$ cat config.mk
export PLATFORM = sky130hd
export DESIGN_NAME = dm_arbiter
export DESIGN_NICKNAME = d
export VERILOG_FILES = /design/src/rtl/dm_arbiter_pkg.sv /design/src/rtl/dm_arb_pick.sv /design/src/rtl/dm_arbiter.sv
export SDC_FILE = /design/constraint.sdc
export NUM_CORES = 1
export LEC_CHECK = 0
export ABC_AREA = 0
export CORE_MARGIN = 4
export CORE_UTILIZATION = 45
export CTS_BUF_LIST = sky130_fd_sc_hd__clkbuf_8
export DETAILED_ROUTE_END_ITERATION = 8
export DONT_BUFFER_PORTS = 1
export GPL_TIMING_DRIVEN = 0
export SLEW_MARGIN = 40
export SYNTH_ARGS = -nofsm -noshare
export SYNTH_HDL_FRONTEND = slang
export SYNTH_SLANG_ARGS = --single-unit
$ cat constraint.sdc
create_clock -name clk -period 1.7 [get_ports clk]
set_input_delay 0.425 -clock clk [delete_from_list [all_inputs] [get_ports clk]]
set_output_delay 0.425 -clock clk [all_outputs]
set_load 0.005 [all_outputs]
$ cat src/rtl/dm_arbiter_pkg.sv
// Shared definitions for the data-memory arbiter: FSM state encodings,
// port indices and a small helper that turns a port index into a grant.
package dm_arbiter_pkg;

   localparam logic [1:0] ST_IDLE   = 2'd0;
   localparam logic [1:0] ST_ACCESS = 2'd1;
   localparam logic [1:0] ST_RESP   = 2'd2;

   localparam int PORT_CPU = 0;
   localparam int PORT_LDR = 1;

   function automatic logic [1:0] port_onehot(input logic port);
      return port ? 2'b10 : 2'b01;
   endfunction

endpackage

$ cat src/rtl/dm_arb_pick.sv
// Combinational two-way picker for the data-memory arbiter. Produces a
// one-hot winner from the request vector using either fixed CPU priority
// with a starvation override, or round-robin against the last served port.
module dm_arb_pick
   import dm_arbiter_pkg::*;
#(
   parameter bit CPU_PRIO = 1'b1
) (
   input  logic [1:0] req,
   input  logic       starve_hit,
   input  logic       rr_last,
   output logic [1:0] win
);

   // Pick the winner; an empty request vector yields an all-zero grant.
   always_comb begin
      win = 2'b00;
      if (req == 2'b01) begin
         win = port_onehot(1'b0);
      end else if (req == 2'b10) begin
         win = port_onehot(1'b1);
      end else if (req == 2'b11) begin
         if (CPU_PRIO) begin
            win = port_onehot(starve_hit);
         end else begin
            win = port_onehot(~rr_last);
         end
      end
   end

endmodule

$ cat src/rtl/dm_arbiter.sv
// Arbiter sharing the single-port data memory between the core load/store
// port (0) and the loader/debug port (1). One access in flight at a time,
// each walking IDLE -> ACCESS -> RESP; memory drive and read return are
// registered, and requester inputs are sampled only when leaving IDLE.
module dm_arbiter
   import dm_arbiter_pkg::*;
#(
   parameter int AW         = 16,
   parameter int DW         = 32,
   parameter bit CPU_PRIO   = 1'b1,
   parameter int STARVE_MAX = 4
) (
   input  logic          clk,
   input  logic          rst_f,
   input  logic          req0,
   input  logic          req1,
   input  logic          we0,
   input  logic          we1,
   input  logic [AW-1:0] addr0,
   input  logic [AW-1:0] addr1,
   input  logic [DW-1:0] wdata0,
   input  logic [DW-1:0] wdata1,
   output logic          ack0,
   output logic          ack1,
   output logic [DW-1:0] rdata0,
   output logic [DW-1:0] rdata1,
   output logic [AW-1:0] mem_addr,
   output logic          mem_we,
   output logic [DW-1:0] mem_wdata,
   input  logic [DW-1:0] mem_rdata,
   output logic [1:0]    gnt,
   output logic          busy
);

   logic [1:0] state;
   logic [3:0] starve_cnt;
   logic       rr_last;
   logic [1:0] win;
   logic       starve_hit;
   logic       grant_now;

   assign starve_hit = (starve_cnt == 4'(STARVE_MAX));
   assign grant_now  = (state == ST_IDLE) && (win != 2'b00);

   dm_arb_pick #(
      .CPU_PRIO (CPU_PRIO)
   ) u_pick (
      .req        ({req1, req0}),
      .starve_hit (starve_hit),
      .rr_last    (rr_last),
      .win        (win)
   );

   // Fairness bookkeeping, updated only on the cycle a grant is issued.
   always_ff @(posedge clk or negedge rst_f) begin
      if (!rst_f) begin
         starve_cnt <= 4'd0;
         rr_last    <= 1'b0;
      end else if (grant_now) begin
         rr_last <= win[PORT_LDR];
         if (CPU_PRIO) begin
            if (win[PORT_LDR]) begin
               starve_cnt <= 4'd0;
            end else if (req1 && (starve_cnt < 4'(STARVE_MAX))) begin
               starve_cnt <= starve_cnt + 4'd1;
            end
         end
      end
   end

   // Access sequencer: latches the winner's request, drives memory for one
   // cycle, captures read data and pulses the owning port's ack.
   always_ff @(posedge clk or negedge rst_f) begin
      if (!rst_f) begin
         state     <= ST_IDLE;
         gnt       <= 2'b00;
         busy      <= 1'b0;
         mem_addr  <= '0;
         mem_we    <= 1'b0;
         mem_wdata <= '0;
         ack0      <= 1'b0;
         ack1      <= 1'b0;
         rdata0    <= '0;
         rdata1    <= '0;
      end else begin
         case (state)
            ST_IDLE: begin
               if (grant_now) begin
                  state <= ST_ACCESS;
                  gnt   <= win;
                  busy  <= 1'b1;
                  if (win[PORT_LDR]) begin
                     mem_addr  <= addr1;
                     mem_we    <= we1;
                     mem_wdata <= wdata1;
                  end else begin
                     mem_addr  <= addr0;
                     mem_we    <= we0;
                     mem_wdata <= wdata0;
                  end
               end
            end
            ST_ACCESS: begin
               state  <= ST_RESP;
               mem_we <= 1'b0;
               if (gnt[PORT_LDR]) begin
                  ack1 <= 1'b1;
                  if (!mem_we) begin
                     rdata1 <= mem_rdata;
                  end
               end else begin
                  ack0 <= 1'b1;
                  if (!mem_we) begin
                     rdata0 <= mem_rdata;
                  end
               end
            end
            ST_RESP: begin
               state <= ST_IDLE;
               ack0  <= 1'b0;
               ack1  <= 1'b0;
               gnt   <= 2'b00;
               busy  <= 1'b0;
            end
            default: begin
               state  <= ST_IDLE;
               ack0   <= 1'b0;
               ack1   <= 1'b0;
               gnt    <= 2'b00;
               busy   <= 1'b0;
               mem_we <= 1'b0;
            end
         endcase
      end
   end

endmodule
# Word level (Yosys, flattened, before mapping)

Index checks and enable logic that the tools add are counted.

Reductions and logical operators: 13
Multiplexer cells: 21
Add/subtract/negate cells: 1
Bitwise gates (word level): 5
Order comparisons: 1
Equality and inequality tests: 9

Operators with widths:

| kind                  | count |
|---|---|
| $mux W32              | 1 |
| $mux W16              | 1 |
| $mux W2               | 6 |
| $reduce_and A2 Y1     | 6 |
| $mux W4               | 2 |
| $pmux W1 S2           | 4 |
| $pmux W2 S2           | 2 |
| $eq A2 B2 Y1 const B  | 3 |
| $ne A2 B2 Y1 const B  | 3 |
| $reduce_and A3 Y1     | 2 |
| $mux W1               | 5 |
| $not A1 Y1            | 5 |
| $add A4 B1 Y4 const B | 1 |
| $eq A2 B1 Y1 const B  | 2 |
| $eq A4 B3 Y1 const B  | 1 |
| $lt A4 B3 Y1 const B  | 1 |
| $reduce_bool A2 Y1    | 2 |
| $logic_and A1 B1 Y1   | 2 |
| $logic_not A2 Y1      | 1 |

Input bits: 134
Word-level logic and storage cells: 61
Bits in registers: 124
Output and inout bits: 118

# Longest topological paths before layout

Depth in word-level cells: 9
Depth in mapped cells: 7
Mapped depth without buffers: 6

# Modules after synthesis

Synthesis repeated with hierarchy kept, for this count alone.

Cell total of the unflattened synthesis: 354
Area, all modules: 5641.7 sq um

Modules (own cells, without submodules):

| module      | instances | sequential area each (sq um) | area each (sq um) | cells an instance |
|---|---|---|---|---|
| dm_arbiter  | 1         | 3128.0                       | 5622.9            | 351 |
| dm_arb_pick | 1         | 0.0                          | 18.8              | 3 |

# Worst setup path before layout

No wires, ideal clock.

Path type: flip-flop to flip-flop
Start point: reg state[1]
End point: reg rdata1[27]
Setup time: 0.125 ns
Cell stages (with the launch flop): 6
Setup slack: 0.148 ns
Required time: 1.575 ns
Period minus slack after synthesis: 1.552 ns
Path buffers: 2
Arrival: 1.427 ns
Cell sequence: dfrtp_1 > buf_2 > nor2b_4 > nor3b_4 > buf_6 > mux2_2

Cells in the longest elaborated chain, start to end: 2

RTL lines:

| item                        | RTL line          | source |
|---|---|---|
| start: declaration          | dm_arbiter.sv:35  | `logic [1:0] state;` |
| start signal: assignment    | dm_arbiter.sv:75  | `state <= ST_IDLE;` |
| start signal: assignment    | dm_arbiter.sv:89  | `state <= ST_ACCESS;` |
| start signal: assignment    | dm_arbiter.sv:104 | `state <= ST_RESP;` |
| $eq A2 B1 Y1                | dm_arbiter.sv:86  | `case (state)` |
| $reduce_and A3 Y1 (no line) | --                |  |
| end signal: assignment      | dm_arbiter.sv:109 | `rdata1 <= mem_rdata;` |
| end: declaration            | dm_arbiter.sv:26  | `output logic [DW-1:0] rdata1,` |

No other way between the ends.
A chain may end at the register's enable or synchronous reset.

# Worst setup path after layout

Start point: reg state[1]
End point: reg rdata0[23]

Cells in the longest elaborated chain, start to end: 2

RTL lines:

| item                        | RTL line          | source |
|---|---|---|
| $eq A2 B1 Y1                | dm_arbiter.sv:86  |  |
| $reduce_and A3 Y1 (no line) | --                |  |
| end signal: assignment      | dm_arbiter.sv:114 | `rdata0 <= mem_rdata;` |
| end: declaration            | dm_arbiter.sv:25  | `output logic [DW-1:0] rdata0,` |

No other way between the ends.

==> summary.md <==
| Metric | Value |
|---|---|
| Outcome | `finished with violations` |
| Failing checks | `negative hold slack` |
| Synthesized net count | `596` |
| Final worst-path setup slack | `0.0692 ns` |
| Final hold slack | `-0.304 ns` |
| Worst VDD drop | `0.000965 V` |
| Combinational power share | `around a third` |
| Leakage | `2.69 nW` |
| Clock Tree Buf Depth | `2` |
| DRC Markers | `0` |
| Clock Power Share | `20.0%` |
| Number of port buffers | `0` |
| Sequential-to-total area share from yosys stat | `approximately three fifths` |
| Synth-to-Final Area Change | `14.2%` |
| Final hold vios | `around 120` |
| Synthesized area | `5270 µm²` |
| Pre-CTS WS | `-0.265 ns` |
| Antenna viol nets, final | `0` |
| TritonRoute pass-1 iters | `4` |
| Fmax achieved | `between 600 and 700 MHz` |
| TritonCTS clock tree | `yes` |
| Syn Area/Cell | `11.5 µm²` |
| Vias/cell | `5.72` |
| ANT cells | `0` |
| GRT Util Overall | `19.8%` |
| Post-route clock skew | `around 0.0094 ns` |
| Worst setup EP type | `flip-flop` |
| Power density cells | `~2100 nW/µm²` |
| Critical path class | `flip-flop to flip-flop` |
| Antenna violations before repair | `0` |
| Clock H-tree levels | `4` |
| Rel. slew slack | `63.6%` |
| Pint | `7.98 mW` |
| Vias in the first global route | `3,905` |
| Die Width | `116 µm` |
| # nets final | `approximately 630` |
| Grt ovf | `0` |
| Final min period | `1.63 ns` |
| Core Area | `around 11,000 µm²` |
| CP max FO | `8` |
| Tot Pwr | `12.4 mW` |
| CP arrival | `approximately 1.9 ns` |
| Largest net degree at the start of global routing | `125` |
| Worst min-delay path category | `input port to async pin` |
| # IOs | `252` |
| Final Max Tran Viols | `0` |
| DR iter-0 viols | `244` |
| Commonest non-fill, non-tap cell in the layout | `nand2_1` |
| Most frequent cells in the layout | `148 x nand2_1, 123 x dfrtp_1, 62 x mux2_2, 49 x o221ai_1, 20 x clkbuf_8` |
| Multi-input gate area | `1980 µm²` |
| Gp weighted congestion | `roughly 0.78` |
| First-pass GRT wire length | `20,700 µm` |
| Worst-path clk slew | `0.07 ns` |
| Fraction of layout cells with a size suffix above 1 | `27.5%` |
| CP required | `2.00 ns` |
| Die Ht | `~120 µm` |
| Switching part of the total | `35.8%` |
| Max-cap viol count | `0` |
| Row count | `39` |
| Clk sinks | `approximately 120` |
| Synth Instances | `460` |
| Seq pwr share | `45.8%` |
| Post-route clock period utilization | `95.9%` |
| NetSw | `4.45 mW` |
| Endpoints failing setup | `0` |
| Synth unique cells | `26` |
| Vias after detailed routing | `3,688` |
| Worst-margin pin slew | `0.546 ns` |
| Die Area | `13,500 µm²` |
| Filler instances | `around 1,000` |
| Worst skew pair latency | `around 0.42 ns` |
| Inserted Clock Buffers | `17` |
| Number of synthesis warnings | `0` |
| Synth Register Bits | `124` |
| Routed WL per cell | `approximately 21 µm` |
| CTS root buffer | `clkbuf_8` |
| Starting Density | `46.2%` |
| Placed wire-length estimate | `9740 µm` |
| Final Routed Wirelength | `13,600 µm` |
| Crit start category | `flip-flop` |
| Seq. cell area | `3100 µm²` |
| RSZ-0062 raised after global routing | `yes` |
## worst paths after layout
kind	from	endpoint	slack (ns)	cells past startpoint
min in group clk	req0	starve_cnt[2]$_DFFE_PN0P_	0.14	1
hold reg to reg	mem_wdata[4]$_DFFE_PN0P_	mem_wdata[4]$_DFFE_PN0P_	0.53	2
setup / recovery	state[1]$_DFFE_PN0P_	rdata0[23]$_DFFE_PN0P_	0.07	6
max in group asynchronous	rst_f	starve_cnt[3]$_DFFE_PN0P_	1.85	0
setup reg to reg	state[1]$_DFFE_PN0P_	rdata0[23]$_DFFE_PN0P_	0.07	6
hold / removal	rst_f	rdata1[24]$_DFFE_PN0P_	-0.30	0
## metal layers
layer / GRT usage, % / up-vias / part of all wire (%)
met5: 0 / - / 0
met4: 7.04 / 0 / 1.7
met3: 9.59 / 25 / 13
met2: 32.5 / 200 / 49
met1: 22.6 / 1798 / 36
li1: - / 1665 / -
## sequential cells by signal, summed over array words and instances, names as in the netlist
| register | flops |
|---|---|
| rdata1 | 32 |
| busy | 1 |
| mem_addr | 16 |
| ack0 | 1 |
| rdata0 | 32 |
| mem_we | 1 |
| ack1 | 1 |
| mem_wdata | 32 |
| gnt | 2 |
| starve_cnt | 4 |
| state | 2 |
## area by class of cell
class,count,area share (%)
Clock inverter,10,1.66
Multi-Input combinational cell,297,32.8
Sequential cell,124,51.5
Inverter,6,0.374
Buffer,30,3.86
Clock buffer,20,4.57
Timing Repair Buffer,15,2.18
Tap cell,143,2.97
## synth_stat cells, drive strengths merged
| cell type | n | share of area (%) |
|---|---|---|
| nor3 | 1 | 0.095 |
| dfrtp | 124 | 59 |
| a22o | 2 | 0.33 |
| mux2 | 65 | 14 |
| ha | 2 | 0.47 |
| clkbuf | 17 | 1.2 |
| nor4 | 1 | 0.12 |
| nand4b | 1 | 0.17 |
| o21ai | 5 | 0.47 |
| a21boi | 1 | 0.14 |
| inv | 6 | 0.43 |
| buf | 16 | 2.3 |
| nand2 | 149 | 11 |
| a21oi | 3 | 0.28 |
| nor2b | 2 | 0.38 |
| o21a | 2 | 0.28 |
| o221ai | 49 | 8.1 |
| nor2 | 11 | 0.93 |
| nor3b | 2 | 0.71 |
| o21bai | 1 | 0.14 |
## power by group through the flow
stage / logic (mW) / registers (mW) / clock network [mW]
after detailed placement: 4.00 / 5.75 / 0
final: 4.25 / 5.69 / 2.48
after floorplan: 3.24 / 5.32 / 0
after global placement: 3.81 / 5.75 / 0
after global routing: 4.78 / 5.90 / 2.69
after CTS: 4.15 / 5.73 / 2.55
## critical path, cell delays in order (launching register included)
cell and delay [ns]:
dfrtp_1 0.38, buf_6 0.14, nor2b_4 0.12, nor3b_4 0.20
buf_4 0.16, buf_2 0.17, mux2_2 0.34
## through the flow
| stage | utilization [%] | cell area [µm²] | TNS, ns | hold slack (ns) | instances |
|---|---|---|---|---|---|
| 2_1_floorplan | - | 5270 | 0 | 0.129 | 460 |
| 3_3_place_gp | 47.7 | 5450 | -5.12 | 0.132 | 603 |
| 3_5_place_dp | 47.7 | 5450 | -9.43 | 0.132 | 603 |
| 4_1_cts | 51.8 | 5910 | -0.425 | -0.342 | 643 |
| 5_1_grt | 52.7 | 6020 | -0.00946 | -0.351 | 645 |
| 6_report | 52.7 | 6020 | 0 | -0.304 | 645 |
## repair_timing
| item | in CTS | in global routing |
|---|---|---|
| resized for setup | 9 | 29 |
| pin swaps | 1 | 0 |
| buffers inserted | 9 | 4 |
| gates cloned | 1 | 1 |
| endpoints found under the setup margin | 110 | 106 |
| hold endpoints to repair | 124 | 124 |
## cell families (layout without fill, tap and decap cells)
group / Yosys count / count (layout) / synth area share (%)
simple gates: 167 / 167 / 13.0
flops: 124 / 124 / 58.9
mux: 65 / 65 / 13.9
compound gates: 63 / 63 / 9.80
buf+inv: 39 / 81 / 3.96
fa+ha+maj: 2 / 2 / 0.475
Note: power is estimated with default switching activity, not from simulation.
